--- config.mk ---
export PLATFORM = sky130hd
export DESIGN_NAME = uart_baud_gen
export DESIGN_NICKNAME = d
export VERILOG_FILES = /design/src/rtl/uart_pkg.sv /design/src/rtl/uart_frac_div.sv /design/src/rtl/uart_baud_gen.sv
export SDC_FILE = /design/constraint.sdc
export NUM_CORES = 1
export LEC_CHECK = 0
export ABC_CLOCK_PERIOD_IN_PS = 4100
export BUFFER_PORTS_ARGS = -buffer_cell sky130_fd_sc_hd__buf_2
export CAP_MARGIN = 20
export CORE_ASPECT_RATIO = 0.6
export CORE_MARGIN = 2
export CORE_UTILIZATION = 45
export DETAILED_ROUTE_END_ITERATION = 8
export HOLD_SLACK_MARGIN = 0.12
export PLACE_DENSITY_LB_ADDON = 0.08
export SLEW_MARGIN = 20
export SYNTH_ARGS = -nofsm -noshare
export SYNTH_HDL_FRONTEND = slang
export SYNTH_SLANG_ARGS = --single-unit
--- constraint.sdc ---
create_clock -name uart_clk -period 4.1 [get_ports uart_clk]
set_input_delay 0.41 -clock uart_clk [delete_from_list [all_inputs] [get_ports uart_clk]]
set_output_delay 0.41 -clock uart_clk [all_outputs]
set_load 0.01 [all_outputs]
--- src/rtl/uart_pkg.sv ---
// Shared defaults and constants for the UART baud-tick generator.
package uart_pkg;

    localparam int UART_OVS_DEF    = 16;
    localparam int UART_CNT_W_DEF  = 16;
    localparam int UART_FRAC_W_DEF = 4;
    localparam int UART_DIV_MIN    = 2;

endpackage

--- src/rtl/uart_frac_div.sv ---
// Fractional clock divider: shadow divisor, cycle counter, optional fraction accumulator
// (present only when UART_BAUD_FRAC_EN is defined), cfg_err and the oversample tick.
module uart_frac_div
    import uart_pkg::*;
#(
    parameter int CNT_W  = UART_CNT_W_DEF,
    parameter int FRAC_W = UART_FRAC_W_DEF
) (
    input  logic              uart_clk,
    input  logic              rstN,
    input  logic              cfg_en_i,
    input  logic [CNT_W-1:0]  div_int_i,
    input  logic [FRAC_W-1:0] div_frac_i,
    input  logic              resync_i,
    input  logic              reload_i,
    output logic              hold_o,
    output logic              tc_o,
    output logic              os_tick_o,
    output logic              cfg_err_o
);

    logic [CNT_W-1:0] div_int_q, div_int_d;
    logic [CNT_W-1:0] cnt_q, cnt_d;
    logic [CNT_W:0]   period_m1_s;
    logic             carry_s;
    logic             load_s;
    logic             active_s;
    logic             tc_s;
    logic             os_tick_q;
    logic             cfg_err_q;

    assign load_s      = !cfg_en_i || reload_i;
    assign active_s    = cfg_en_i && !resync_i && (div_int_q >= CNT_W'(UART_DIV_MIN));
    // One bit wider than the divisor so the maximum divisor plus a carry cannot wrap.
    assign period_m1_s = {1'b0, div_int_q} + (CNT_W+1)'(carry_s) - (CNT_W+1)'(1);
    assign tc_s        = active_s && ({1'b0, cnt_q} == period_m1_s);

    // Shadow divisor reload and cycle counter next-state.
    always_comb begin
        div_int_d = div_int_q;
        cnt_d     = cnt_q;
        if (load_s) begin
            div_int_d = div_int_i;
        end else begin
            div_int_d = div_int_q;
        end
        if (!active_s || tc_s) begin
            cnt_d = {CNT_W{1'b0}};
        end else begin
            cnt_d = cnt_q + CNT_W'(1);
        end
    end

`ifdef UART_BAUD_FRAC_EN
    logic [FRAC_W-1:0] frac_q, frac_d;
    logic [FRAC_W-1:0] acc_q, acc_d;
    logic              carry_q, carry_d;
    logic [FRAC_W:0]   acc_sum_s;

    assign acc_sum_s = {1'b0, acc_q} + {1'b0, frac_q};
    assign carry_s   = carry_q;

    // Fraction shadow and accumulator; the carry stretches the following period by one cycle.
    always_comb begin
        frac_d  = frac_q;
        acc_d   = acc_q;
        carry_d = carry_q;
        if (load_s) begin
            frac_d = div_frac_i;
        end else begin
            frac_d = frac_q;
        end
        if (!active_s) begin
            acc_d   = {FRAC_W{1'b0}};
            carry_d = 1'b0;
        end else if (tc_s) begin
            acc_d   = acc_sum_s[FRAC_W-1:0];
            carry_d = acc_sum_s[FRAC_W];
        end else begin
            acc_d   = acc_q;
            carry_d = carry_q;
        end
    end

    // Fraction state registers.
    always_ff @(posedge uart_clk or negedge rstN) begin
        if (!rstN) begin
            frac_q  <= {FRAC_W{1'b0}};
            acc_q   <= {FRAC_W{1'b0}};
            carry_q <= 1'b0;
        end else begin
            frac_q  <= frac_d;
            acc_q   <= acc_d;
            carry_q <= carry_d;
        end
    end
`else
    logic frac_unused_s;

    assign frac_unused_s = ^div_frac_i;
    assign carry_s       = 1'b0;
`endif

    // Divisor, counter and registered outputs.
    always_ff @(posedge uart_clk or negedge rstN) begin
        if (!rstN) begin
            div_int_q <= {CNT_W{1'b0}};
            cnt_q     <= {CNT_W{1'b0}};
            os_tick_q <= 1'b0;
            cfg_err_q <= 1'b0;
        end else begin
            div_int_q <= div_int_d;
            cnt_q     <= cnt_d;
            os_tick_q <= tc_s;
            cfg_err_q <= (div_int_d < CNT_W'(UART_DIV_MIN));
        end
    end

    assign hold_o    = !active_s;
    assign tc_o      = tc_s;
    assign os_tick_o = os_tick_q;
    assign cfg_err_o = cfg_err_q;

endmodule

--- src/rtl/uart_baud_gen.sv ---
// UART baud-tick generator: oversample, mid-bit and bit-end enables in the uart_clk domain.
// Define UART_BAUD_FRAC_EN to enable the fractional divisor.
module uart_baud_gen
    import uart_pkg::*;
#(
    parameter int CNT_W  = UART_CNT_W_DEF,
    parameter int OVS    = UART_OVS_DEF,
    parameter int FRAC_W = UART_FRAC_W_DEF
) (
    input  logic              uart_clk,
    input  logic              rstN,
    input  logic              cfg_en,
    input  logic [CNT_W-1:0]  cfg_div_int,
    input  logic [FRAC_W-1:0] cfg_div_frac,
    input  logic              rx_resync,
    output logic              os_tick,
    output logic              mid_tick,
    output logic              bit_tick,
    output logic              cfg_err
);

    localparam int              PH_W   = $clog2(OVS);
    localparam logic [PH_W-1:0] MID_PH = PH_W'(OVS/2 - 1);
    localparam logic [PH_W-1:0] END_PH = PH_W'(OVS - 1);

    logic            hold_s;
    logic            tc_s;
    logic            os_tick_s;
    logic            cfg_err_s;
    logic [PH_W-1:0] ph_q, ph_d;
    logic            mid_tick_q, mid_tick_d;
    logic            bit_tick_q, bit_tick_d;

    uart_frac_div #(
        .CNT_W  (CNT_W),
        .FRAC_W (FRAC_W)
    ) u_frac_div (
        .uart_clk   (uart_clk),
        .rstN       (rstN),
        .cfg_en_i   (cfg_en),
        .div_int_i  (cfg_div_int),
        .div_frac_i (cfg_div_frac),
        .resync_i   (rx_resync),
        .reload_i   (bit_tick_q),
        .hold_o     (hold_s),
        .tc_o       (tc_s),
        .os_tick_o  (os_tick_s),
        .cfg_err_o  (cfg_err_s)
    );

    // Phase counter; mid/bit decode looks at the phase before it advances.
    always_comb begin
        ph_d       = ph_q;
        mid_tick_d = 1'b0;
        bit_tick_d = 1'b0;
        if (hold_s) begin
            ph_d = {PH_W{1'b0}};
        end else if (tc_s) begin
            ph_d       = ph_q + PH_W'(1);
            mid_tick_d = (ph_q == MID_PH);
            bit_tick_d = (ph_q == END_PH);
        end else begin
            ph_d = ph_q;
        end
    end

    // Phase and tick registers.
    always_ff @(posedge uart_clk or negedge rstN) begin
        if (!rstN) begin
            ph_q       <= {PH_W{1'b0}};
            mid_tick_q <= 1'b0;
            bit_tick_q <= 1'b0;
        end else begin
            ph_q       <= ph_d;
            mid_tick_q <= mid_tick_d;
            bit_tick_q <= bit_tick_d;
        end
    end

    assign os_tick  = os_tick_s;
    assign mid_tick = mid_tick_q;
    assign bit_tick = bit_tick_q;
    assign cfg_err  = cfg_err_s;

endmodule

==> results.py <==
metrics = {
    "yosys": {
        "synthTopCellsByCount": "40 x dfrtp_1, 25 x nor2_1, 19 x xnor2_1",
        "yosys.area.top_type": "dfrtp_1",
        "syn-num-nets": 260,
        "seq_area_frac_synth": 0.432,
        "synth_edf_count": 0,
        "synth_cells": 232,
        "async_flop_share": 1.00,
        "synthTopCellsByArea": "dfrtp_1 43%, xnor2_1 7.2%, mux2_2 6.8%",
        "ys_warn_count": 0,
        "synth_ff_type": "dfrtp_1",
        "synthesis.area_um2": 2310,
        "synth_most_common_cell": "dfrtp_1",
        "synth_cell_types": 43,
        "synth_top_area_frac": 0.432,
        "synth_area_per_cell_um2": 9.98,
        "ys_seq_elements": 40,
    },
    "clock_network": {
        "clockBufferDepth": 2,
        "numCtsBuffers": 5,
        "insertion_delay_ns": 0.29,
        "htree_levels": 2,
        "root_buffer": "clkbuf_8",
        "clkSinkCount": 40,
        "cts_tree": "yes",
        "path_clk_slew_ns": 0.09,
        "holdBufCountCts": 0,
        "post_cts_buffers": 0,
        "cts_resized": 0,
    },
    "setup_path": {
        "path_cells": "inv_1, ha_1, nor3b_2, and3_1, o2111ai_1, or4_4, o31ai_4, nor2_1",
        "critPathBufInv": 1,
        "reg2reg_to": "u_frac_div.cnt_q[14]",
        "r2r_start": "u_frac_div.div_int_q[0]",
        "path_class": "flip-flop to flip-flop",
        "cp_slowest_cell": "o31ai_4",
        "start_kind": "flip-flop",
        "worstPathMaxFanout": 15,
        "path_delay_family": "simple AND/OR/NAND/NOR gates",
        "r2r_cells": 8,
        "crit_required_ns": 4.24,
        "ff2ff_setup_slack_ns": 0.93,
        "cp.arrival_ns": 3.32,
        "cpPeakStageDelay_ns": 0.66,
        "end_kind": "flip-flop",
    },
    "floorplanning": {
        "core_um2": 5000,
        "die_area_um2": 5750,
        "rows": 20,
        "io_pins": 28,
        "die_h_um": 59.6,
        "die_w_um": 96.6,
        "initial_utilization": 0.462,
    },
    "placement": {
        "dp_hpwl_mm": 3.73,
        "routabilityCongestion": 0.804,
        "port_buffers": 23,
    },
    "sta": {
        "fmax_mhz": 315,
        "period_share": 0.774,
        "finalHoldViolCount": 0,
        "worstMarginPinSlew_ns": 0.885,
        "relSlewSlack": 0.410,
        "final-max-slew-violation-count": 0,
        "setup_viol": 0,
        "fin_skew_ns": 0.00682,
        "setup_tns_ns": 0,
        "min_period_ns": 3.17,
        "grt_setup_unrepaired": "no",
    },
    "drt": {
        "drt-total-wl_mm": 4.94,
        "avgViaCountPerCell": 5.37,
        "drtIter0Drc": 113,
        "dr.pass1.iters": 4,
        "drc_errors": 0,
        "wl_per_cell_um": 15.3,
        "ant_nets": 0,
        "vias": 1735,
    },
    "job": {
        "maxCapViolCount": 0,
    },
    "global_route": {
        "overflow": 0,
        "grt_util_all_layers": 0.192,
        "grt_pass1_wl_mm": 8.20,
        "grt_pass1_vias": 1611,
        "grt_max_degree": 41,
        "antenna_found_initial": 0,
    },
    "cells_and_area": {
        "diodes": 0,
        "finalNetCount": 284,
        "utilization": 0.521,
        "drive_gt1_frac": 0.202,
        "area_growth_pct": 12.5,
    },
    "min_path": {
        "hp-class": "input port to async pin",
    },
    "power": {
        "power_density_nw_per_um2": 340,
        "power_leakage_nw": 1.10,
        "ir_drop_mv": 0.187,
    },
    "status": {
        "status": "finished, final reports clean",
    },
}
## report_power, final
group	internal [mW]	switching (mW)	leakage [nW]
logic	0.0521	0.0624	0.517
clock network	0.183	0.148	0.0583
registers	0.410	0.0293	0.523
total	0.646	0.240	1.10
## cells by family after synthesis
group                    after synthesis  share of synthesized area
AND/OR/NAND/NOR                       98                      0.231
flip-flops                            40                      0.432
XOR/XNOR                              34                      0.129
AO/OA/AOI/OAI                         27                     0.0881
multiplexers                          16                     0.0768
buffers and inverters                 13                     0.0216
adder cells (fa/ha/maj)                4                     0.0216
## metrics by stage
stage	cell area [um2]	power (mW)	setup WS, ns	std cells	hold slack (ns)
2_1_floorplan	2310	0.522	1.45	232	0.114
3_3_place_gp	2490	0.562	0.919	315	0.457
3_5_place_dp	2490	0.562	0.924	315	0.457
4_1_cts	2610	0.895	0.898	323	0.275
5_1_grt	2610	0.933	0.652	323	0.305
6_report	2610	0.886	0.927	323	0.234
## flip-flops by register name, indices dropped and copies added (netlist names)
signal and flops:
u_frac_div.cfg_err_o 1, u_frac_div.os_tick_o 1, bit_tick 1, ph_q 4
u_frac_div.div_int_q 16, u_frac_div.cnt_q 16, mid_tick 1
## placed cells by master (no fill, tap or decap), types with 3 or more instances in the layout
cell       n
or3_1      3
clkbuf_8   5
nand3_1   12
dfrtp_1   40
o21ai_0    3
nand2_1   17
nor2_1    25
nor3_1     6
xnor2_1   19
buf_2     23
nand3b_1   3
nand4_1    3
and3_1     7
a21o_1     3
mux2_2    14
inv_1      7
nor4_1     9
ha_1       4
xor2_1    15
a21oi_1    6
## per-layer routing
layer | vias to the layer above | share of wire | GRT usage
met4 | 0 | 0.0034 | 0.0241
met1 | 822 | 0.56 | 0.323
li1 | 882 | - | -
met3 | 2 | 0.051 | 0.0458
met2 | 29 | 0.38 | 0.248
met5 | - | 0 | 0
## how the worst max path moves through the flow
stage	from	to	slack, ns	cells past startpoint
final	u_frac_div.div_int_q[0]	u_frac_div.cnt_q[14]	0.93	8
after global routing	u_frac_div.div_int_q[0]	u_frac_div.cnt_q[14]	0.65	8
after CTS	u_frac_div.div_int_q[0]	u_frac_div.cnt_q[14]	0.90	8
after detailed placement	u_frac_div.div_int_q[0]	u_frac_div.cnt_q[14]	0.92	8
after global placement	u_frac_div.div_int_q[0]	u_frac_div.cnt_q[2]	0.92	8
after floorplan	u_frac_div.div_int_q[0]	u_frac_div.cnt_q[10]	1.45	9
## cell type report
class	instances	area, um2
clock buffers	5	68.8
inverters	7	26.3
repair buffers	23	115
clock inverters	3	47.5
multi-input cells	179	1260
flip-flops and latches	40	1000
well taps	66	82.6
fillers	480	2400
(Power assumes the default switching activity.)
